==> src/rtl/tick_timer_if.sv <==
// tick_timer_if
//   Groups the control inputs and status outputs of tick_timer so that a
//   controller can connect to the timer through one port.
//
//   Signals
//     load        controller -> timer  one-cycle strobe, captures load_value
//     load_value  controller -> timer  countdown start value, unsigned
//     start       controller -> timer  level-sampled start/resume request
//     pause       controller -> timer  level-sampled pause request
//     count       timer -> controller  remaining tick count
//     running     timer -> controller  timer is counting down
//     paused      timer -> controller  timer is frozen
//     expired     timer -> controller  countdown reached zero
//     done        timer -> controller  one-cycle pulse on expiry
//
//   Modports
//     master  the controller side (drives the requests)
//     slave   the timer side (drives the status)
`timescale 1ns/1ps
interface tick_timer_if #(
    parameter int WIDTH = 16
);
    logic             load;
    logic [WIDTH-1:0] load_value;
    logic             start;
    logic             pause;
    logic [WIDTH-1:0] count;
    logic             running;
    logic             paused;
    logic             expired;
    logic             done;

    modport master (
        output load,
        output load_value,
        output start,
        output pause,
        input  count,
        input  running,
        input  paused,
        input  expired,
        input  done
    );

    modport slave (
        input  load,
        input  load_value,
        input  start,
        input  pause,
        output count,
        output running,
        output paused,
        output expired,
        output done
    );
endinterface

==> src/rtl/tick_timer.sv <==
// tick_timer
//   Countdown timer paced by an externally divided 10 kHz square wave.
//   The square wave is treated as data: it is synchronized into the
//   clock1M domain and each rising edge produces a one-cycle tick that
//   decrements the count while the timer is running.
//
//   Ports
//     clock1M    in   system clock (1 MHz), all flops on its rising edge
//     reset      in   asynchronous active-high reset
//     clk_10KHz  in   10 kHz square wave, sampled as data
//     bus        slave modport of tick_timer_if (load/start/pause in,
//                count/running/paused/expired/done out)
//
//   Behaviour summary
//     load (any state) copies load_value into both the count and the
//     reload register; a zero value parks the timer in IDLE.
//     Per-cycle priority: load > pause > start > tick.
//     Expiry drives count to 0, enters DONE and pulses done for one cycle.
//     From DONE a start restarts the countdown from the reload value.
`timescale 1ns/1ps
module tick_timer #(
    parameter int WIDTH = 16
) (
    input  logic         clock1M,
    input  logic         reset,
    input  logic         clk_10KHz,
    tick_timer_if.slave  bus
);

    typedef enum logic [2:0] {
        S_IDLE    = 3'd0,
        S_LOADED  = 3'd1,
        S_RUNNING = 3'd2,
        S_PAUSED  = 3'd3,
        S_DONE    = 3'd4
    } state_t;

    localparam logic [WIDTH-1:0] COUNT_ONE  = WIDTH'(1);
    localparam logic [WIDTH-1:0] COUNT_ZERO = '0;

    // ------------------------------------------------------------------
    // Tick generation
    //   sync_reg[0] = s1, sync_reg[1] = s2 (two-flop synchronizer)
    //   sync_reg[2] = s3 (history of s2 for rising-edge detection)
    // With all three cleared by reset, a square wave that is already high
    // when reset is released still produces a tick only after it has
    // propagated through s1/s2, never from stale state.
    // ------------------------------------------------------------------
    logic [2:0] sync_reg;
    logic       tick;

    always_ff @(posedge clock1M or posedge reset) begin
        if (reset) begin
            sync_reg <= 3'b000;
        end else begin
            sync_reg <= {sync_reg[1:0], clk_10KHz};
        end
    end

    assign tick = sync_reg[1] & ~sync_reg[2];

    // ------------------------------------------------------------------
    // Control state and datapath registers
    // ------------------------------------------------------------------
    state_t           state_reg;
    state_t           state_next;
    logic [WIDTH-1:0] count_reg;
    logic [WIDTH-1:0] count_next;
    logic [WIDTH-1:0] reload_reg;
    logic [WIDTH-1:0] reload_next;
    logic             done_reg;
    logic             done_next;
    logic             running_reg;
    logic             paused_reg;
    logic             expired_reg;

    always_ff @(posedge clock1M or posedge reset) begin
        if (reset) begin
            state_reg  <= S_IDLE;
            count_reg  <= COUNT_ZERO;
            reload_reg <= COUNT_ZERO;
        end else begin
            state_reg  <= state_next;
            count_reg  <= count_next;
            reload_reg <= reload_next;
        end
    end

    // Status outputs are registered copies of the next state, so they
    // line up with state_reg and are glitch-free at the module boundary.
    always_ff @(posedge clock1M or posedge reset) begin
        if (reset) begin
            done_reg    <= 1'b0;
            running_reg <= 1'b0;
            paused_reg  <= 1'b0;
            expired_reg <= 1'b0;
        end else begin
            done_reg    <= done_next;
            running_reg <= (state_next == S_RUNNING);
            paused_reg  <= (state_next == S_PAUSED);
            expired_reg <= (state_next == S_DONE);
        end
    end

    // ------------------------------------------------------------------
    // Next-state / datapath logic
    // ------------------------------------------------------------------
    always_comb begin
        state_next  = state_reg;
        count_next  = count_reg;
        reload_next = reload_reg;
        done_next   = 1'b0;

        if (bus.load) begin
            // Load wins over everything, including a coincident tick.
            reload_next = bus.load_value;
            count_next  = bus.load_value;
            state_next  = (bus.load_value != COUNT_ZERO) ? S_LOADED : S_IDLE;
        end else begin
            unique case (state_reg)
                S_IDLE: begin
                    // Nothing to count: start is ignored until a load.
                end

                S_LOADED: begin
                    // Pause outranks start; with no paused count to
                    // freeze, a pause here simply holds LOADED.
                    if (!bus.pause && bus.start) begin
                        state_next = S_RUNNING;
                    end
                end

                S_RUNNING: begin
                    if (bus.pause) begin
                        state_next = S_PAUSED;
                    end else if (tick) begin
                        if (count_reg == COUNT_ONE) begin
                            count_next = COUNT_ZERO;
                            state_next = S_DONE;
                            done_next  = 1'b1;
                        end else if (count_reg != COUNT_ZERO) begin
                            count_next = count_reg - COUNT_ONE;
                        end
                        // A zero count while running holds at zero
                        // rather than wrapping.
                    end
                end

                S_PAUSED: begin
                    if (bus.start && !bus.pause) begin
                        state_next = S_RUNNING;
                    end
                end

                S_DONE: begin
                    // Restart from the last loaded value; pause has no
                    // meaning once the countdown has finished.
                    if (bus.start) begin
                        count_next = reload_reg;
                        state_next = S_RUNNING;
                    end
                end

                default: begin
                    state_next = S_IDLE;
                    count_next = COUNT_ZERO;
                end
            endcase
        end
    end

    assign bus.count   = count_reg;
    assign bus.done    = done_reg;
    assign bus.running = running_reg;
    assign bus.paused  = paused_reg;
    assign bus.expired = expired_reg;

endmodule

==> src/flat_wrapper.sv <==
// flat-port wrapper written by rule: the top's interface ports become plain ports
module tick_timer_flat 
#(
    parameter int WIDTH = 16
)
  (clock1M, reset, clk_10KHz, bus_load, bus_load_value, bus_start, bus_pause, bus_count, bus_running, bus_paused, bus_expired, bus_done);
  tick_timer_if #(.WIDTH(WIDTH)) bus_i ();
  input  logic clock1M;
  input  logic reset;
  input  logic clk_10KHz;
  input wire logic [$bits(bus_i.load)-1:0] bus_load;
  input wire logic [$bits(bus_i.load_value)-1:0] bus_load_value;
  input wire logic [$bits(bus_i.start)-1:0] bus_start;
  input wire logic [$bits(bus_i.pause)-1:0] bus_pause;
  output wire logic [$bits(bus_i.count)-1:0] bus_count;
  output wire logic [$bits(bus_i.running)-1:0] bus_running;
  output wire logic [$bits(bus_i.paused)-1:0] bus_paused;
  output wire logic [$bits(bus_i.expired)-1:0] bus_expired;
  output wire logic [$bits(bus_i.done)-1:0] bus_done;
  assign bus_i.load = bus_load;
  assign bus_i.load_value = bus_load_value;
  assign bus_i.start = bus_start;
  assign bus_i.pause = bus_pause;
  assign bus_count = bus_i.count;
  assign bus_running = bus_i.running;
  assign bus_paused = bus_i.paused;
  assign bus_expired = bus_i.expired;
  assign bus_done = bus_i.done;
  tick_timer #(.WIDTH(WIDTH)) u_core (.clock1M(clock1M), .reset(reset), .clk_10KHz(clk_10KHz), .bus(bus_i));
endmodule
==> config.mk <==
export PLATFORM = sky130hd
export DESIGN_NAME = tick_timer_flat
export DESIGN_NICKNAME = d
export VERILOG_FILES = /design/src/rtl/tick_timer_if.sv /design/src/rtl/tick_timer.sv /design/src/flat_wrapper.sv
export SDC_FILE = /design/constraint.sdc
export NUM_CORES = 1
export LEC_CHECK = 0
export CAP_MARGIN = 20
export CELL_PAD_IN_SITES_DETAIL_PLACEMENT = 2
export CELL_PAD_IN_SITES_GLOBAL_PLACEMENT = 2
export CORE_MARGIN = 2
export CORE_UTILIZATION = 36
export CTS_CLUSTER_DIAMETER = 120
export CTS_CLUSTER_SIZE = 12
export DETAILED_ROUTE_END_ITERATION = 10
export PLACE_DENSITY = 0.85
export SYNTH_ARGS = -nofsm -noshare
export SYNTH_HDL_FRONTEND = slang
export SYNTH_SLANG_ARGS = --single-unit
==> constraint.sdc <==
create_clock -name clock1M -period 4.45 [get_ports clock1M]
set_clock_uncertainty 0.1 [all_clocks]
set_input_delay 0.89 -clock clock1M [delete_from_list [all_inputs] [get_ports clock1M]]
set_output_delay 0.89 -clock clock1M [all_outputs]
set_load 0.02 [all_outputs]
# [Word-level counts from Yosys, hierarchy flattened]
# Cells that the tools add are included.
[op_classes] n_div=0 muxes=20 n_shift=0 eq_ne=13 bitwise_logic=2 order_cmp=0 reduce_logical=8 add_sub_neg=1 multipliers=0
[op_table] op="2-to-1 mux 16 bit" count=6
[op_table] op="one-hot mux 16 bit (3 select lines)" count=1
[op_table] op="nonzero test 16 bit" count=2
[op_table] op="2-to-1 mux 3 bit" count=6
[op_table] op="== test 16 x 1 -> 1 bit (second input constant)" count=1
[op_table] op="subtractor 16 x 1 -> 16 bit (second input constant)" count=1
[op_table] op="== test 3 x 2 -> 1 bit (second input constant)" count=4
[op_table] op="one-hot mux 3 bit (4 select lines)" count=1
[op_table] op="== test 3 bit (second input constant)" count=2
[op_table] op="2-to-1 mux 1 bit" count=6
[op_table] op="inequality test 3 bit (second input constant)" count=2
[op_table] op="AND reduction 5 bit" count=1
[op_table] op="inequality test 4 x 2 -> 1 bit (second input constant)" count=1
[op_table] op="== test 3 x 1 -> 1 bit (second input constant)" count=1
[op_table] op="zero test 3 bit" count=1
[op_table] op="inequality test 3 x 2 -> 1 bit (second input constant)" count=1
[op_table] op="OR reduction 3 bit" count=1
[op_table] op="inequality test 2 x 1 -> 1 bit (second input constant)" count=1
[op_table] op="OR reduction 2 bit" count=1
[op_table] op="bitwise AND 1 bit" count=1
[op_table] op="logical AND 1 bit" count=1
[op_table] op="zero test 1 bit" count=1
[op_table] op="NOT 1 bit" count=1
[word_totals] ram_bits=0 inputBits=22 out_inout_bits=20 n_memories=0 mem_bits_ro=0 wordCells=52 reg_bits=42 latchBits=0

# [Longest topological paths before layout]
[depth] word_depth=7 ltp_mapped=8 ltp_nobuf=7

# [Worst setup path after synthesis]
# OpenSTA, ideal clock, no wires.
[synth_path] path_kind="reg-to-reg" startpoint="reg u_core.count_reg[0] (netlist: u_core.bus.count[0])" endpoint="reg u_core.count_reg[10] (netlist: u_core.bus.count[10])" setup_time_ps=66 slack_ps=2018 path_stages_with_launch=9 required_ps=4284 path_buffers=1 t_arrival_ps=2266 synth_period_minus_slack_ps=2432 cell_sequence="dfrtp_1 inv_1 ha_1 or3b_2 or2_1 clkbuf_1 or4_1 o21ai_1 a22o_1"
[synth_between] elab_chain_len=7 word_cells_on_any_way=11 classes_between="add/sub (1); eq/ne (2); mux (6); reduce/logical (2)"
[synth_lines] element="start: declaration" line_no="tick_timer.sv:67" source="logic [WIDTH-1:0] count_reg;"
[synth_lines] element="start signal: assignment" line_no="tick_timer.sv:84" source="count_reg <= count_next;"
[synth_lines] element="subtractor 16 x 1 -> 16 bit" line_no="tick_timer.sv:142" source="count_next = count_reg - COUNT_ONE;"
[synth_lines] element="2-to-1 mux 16 bit" line_no="tick_timer.sv:141" source="end else if (count_reg != COUNT_ZERO) begin"
[synth_lines] element="2-to-1 mux 16 bit" line_no="tick_timer.sv:137" source="if (count_reg == COUNT_ONE) begin"
[synth_lines] element="2-to-1 mux 16 bit" line_no="tick_timer.sv:136" source="end else if (tick) begin"
[synth_lines] element="2-to-1 mux 16 bit" line_no="tick_timer.sv:134" source="if (bus.pause) begin"
[synth_lines] element="one-hot mux 16 bit (3 select lines)" line_no="tick_timer.sv:120" source="unique case (state_reg)"
[synth_lines] element="2-to-1 mux 16 bit" line_no="tick_timer.sv:114" source="if (bus.load) begin"
# Several ways; a longest one is shown, not always the timed one. The select of a mux whose other input is x is not followed.
# A chain may end at the register's enable or synchronous reset.

# [Worst setup path after layout]
[layout_path] startpoint="in bus_pause" endpoint="reg u_core.count_reg[2] (netlist: u_core.bus.count[2])"
[layout_between] elab_chain_len=2
[layout_lines] element="start: declaration" line_no="flat_wrapper.sv:14" source="input wire logic [$bits(bus_i.pause)-1:0] bus_pause;"
[layout_lines] element="inequality test 3 bit (no line)"
[layout_lines] element="AND reduction 5 bit (no line)"
# Every way passes these cells.

==> impl_metrics.csv <==
group,metric,value,unit
outcome,run_status,"complete, no violations",
synth,syn-num-nets,239,
die,design.portCount,42,
synth,syn_area_per_cell,10.7,um2
cts,tritoncts_clock_tree,"built",
route,detail_route.vias_per_cell,5.77,
global_routing,maximum_number_of_pins_on_one_net_before_global_route_repair,44,
global_routing,grt-ovfl-total,0,
cells_and_area,finalNetCount,277,
global_routing,grt_usage,19.9,%
hold_path,worst_hold_path_type,"reg -> reg",
route,drt_iter0_markers,96,
pwr,power_density_normalized_to_cell_area,333,nW/um2
synth,netlist_instances,214,
placement,place.gp.congestion,0.790,
route,vias,1904,
sta,max_slew.worst_pin.slew,0.808,ns
synth,ys_ff_latch,42,
cts,cts-buffers-inserted,5,
cells_and_area,drive_gt1_share,14.2,%
cts,clock_insertion_delay_worst_skew,0.30,ns
die,die_footprint,7000,um2
synth,synth.top_cell.area_share,46.0,%
cts,cts_setup_buffers,0,
route,drt-wirelength-per-cell,19.9,um
route,drt-total-wl,6560,um
placement,place.detailed.hpwl,4740,um
cts,cts.reportedPaths.clkPinSlew,0.08,ns
synth,synth_top_cell_by_area,"dfrtp_1",
sta,max_slew_margin,45.6,%
route,drc,0,
critical_path,crit_chain,"clkdlybuf4s50_1, nor3b_1, a311oi_1, a41oi_4, o21ai_0, a22o_1",
sta,final_setup_fails,0,
placement,placement.io_buffers,41,
sta,maxClockFrequency,342,MHz
critical_path,cp.buffers_inverters,1,
cts,h-tree-depth,2,
synth,ys_seq_area_share,46.0,%
pwr,peakVddDrop,0.160,mV
critical_path,critPathCaptureType,"flip-flop",
cells_and_area,syn2layout_area_growth,24.6,%
job,max_cap_violations,0,
global_routing,number_of_global_route_vias_before_repair,1966,
global_routing,global_route_wire_length_before_repair,10900,um
placement,placedInstanceArea,2740,um2
critical_path,worstSetupPathType,"in -> reg",
die,initial_core_util,36.6,%
pwr,p_leak,1.15,nW
cts,cell_chosen_for_the_clock_root,"clkbuf_8",
critical_path,req_time_crit_path,4.54,ns
synth,synthArstFlopShare,100,%
global_routing,antenna_found_initial,0,
critical_path,worst_path_largest_cell_delay,0.55,ns
synth,synth.distinct_cells,48,
critical_path,critical_path.top_delay_family,"compound AO/OA/AOI/OAI gates",
cts,hold_buf_cts,0,
synth,synth_enable_flop_cells,0,
synth,synth_area,2280,um2
sta,drv_slew,0,
critical_path,critPathMaxFanout,19,
route,final_antenna_net_count,0,
sta,period_minus_slack,2.93,ns
die,rows,29,
sta,finalSetupTns,0,ns
sta,setup_repair_after_global_routing_missed_its_margin,"no",
sta,finalHoldViolCount,0,
cts,ctsLongestPathBuffers,2,
die,die_w,83.7,um
cells_and_area,layout.cell_area.non_filler,2850,um2
die,coreArea,6240,um2
route,drt_pre_antenna_iters,4,
cts,ctsResizeCount,0,
die,die_height,83.7,um
synth,synthFlopType,"dfrtp_1",
cts,clock-sinks,42,
critical_path,critical_path_at,3.02,ns
critical_path,critPathSlowestCell,"a41oi_4",
sta,timing.final.crit_share,65.8,%
critical_path,critical_path.startpoint_type,"input pin",
synth,yosys_warnings,0,
cells_and_area,fillCellCount,660,
synth,synth.area.top_cells,"dfrtp_1 (46%), mux2_2 (6.4%), o21ai_0 (4.4%)",
cells_and_area,insertedDiodeCount,0,
==> worst register-to-register path: cells and delay by family (launching register included) <==
kind / cells / cell delay, ns
simple gates: 2 / 0.98
flops: 1 / 0.50
compound gates: 3 / 1.02
==> placed cells by master (no fill, tap or decap), types with 5 or more instances in the layout <==
cell             synthesis  final
nand2_1                  5      5
nor4_1                   8      8
a21o_1                   6      6
a22oi_1                  5      5
nor2b_1                  6      6
mux2_2                  13     13
nor3_1                   9      9
clkbuf_8                 0      5
clkdlybuf4s50_1          0     41
nor2_1                   9      9
dfrtp_1                 42     42
a22o_1                   9      9
o21ai_0                 20     20
inv_1                    8      8
and2_1                   5      5
==> kinds of logic after synthesis <==
logic type      after synthesis  share of synthesized area [%]
buf+inv                      21                           4.55
compound gates               73                           24.5
simple gates                 62                           16.9
mux                          13                           6.41
fa+ha+maj                     3                           1.64
flops                        42                           46.0
==> cell usage after synthesis, types with 4 or more instances <==
cell type,number
nor2_1,9
inv_1,8
nor4_1,8
dfrtp_1,42
mux2_2,13
a21o_1,6
and2_1,5
a22o_1,9
o21ai_0,20
nor3_1,9
o2bb2ai_1,4
a21oi_1,4
clkbuf_1,7
nor2b_1,6
a22oi_1,5
nand2_1,5
==> power by group <==
part / switching [W] / internal (W)
logic: 0.000111 / 0.0000930
registers: 0.0000296 / 0.000411
clock network: 0.000135 / 0.000168
total: 0.000276 / 0.000672
==> path summary, 6_finish.rpt <==
| kind | start | endpoint | slack, ns | cells past startpoint |
|---|---|---|---|---|
| setup / recovery | bus_pause | u_core.bus.count[2] | 1.52 | 6 |
| hold / removal | u_core.sync_reg[0] | u_core.sync_reg[1] | 0.26 | 0 |
| setup reg to reg | u_core.bus.count[8] | u_core.bus.count[6] | 1.74 | 5 |
| hold reg to reg | u_core.sync_reg[0] | u_core.sync_reg[1] | 0.26 | 0 |
| max in group asynchronous | reset | u_core.bus.count[6] | 2.93 | 3 |
| min in group asynchronous | reset | u_core.sync_reg[1] | 0.93 | 3 |
==> metrics by stage <==
step / hold WS (ns) / utilization (%) / setup WS [ns] / std cells / total power, W
finish: 0.259 / 45.6 / 1.52 / 330 / 0.000948
global route: 0.266 / 45.6 / 1.38 / 330 / 0.000993
CTS: 0.262 / 45.6 / 1.53 / 330 / 0.000961
detailed placement: 0.244 / 43.9 / 1.22 / 322 / 0.000653
global placement: 0.234 / 43.9 / 1.33 / 322 / 0.000642
floorplan: 0.231 / - / 2.02 / 214 / 0.000567
==> metal layers <==
metal  routed length [um]  global-route usage [%]  vias to the layer above
li1                     -                       -                      895
met1                 3220                    29.7                      969
met2                 3060                    30.1                       35
met3                  209                    2.47                        5
met4                   72                    6.60                        0
met5                    0                       0                        -
==> area by class of cell <==
cell class | count | area, um2 | area share (%)
Inverter | 8 | 30.0 | 1.05
Clock buffer | 7 | 76.3 | 2.68
Clock inverter | 1 | 30.0 | 1.05
Tap cell | 77 | 96.3 | 3.38
Multi-Input combinational cell | 151 | 1130 | 39.7
Sequential cell | 42 | 1050 | 36.9
Timing Repair Buffer | 44 | 433 | 15.2
Power figures use the tool's default switching activity.
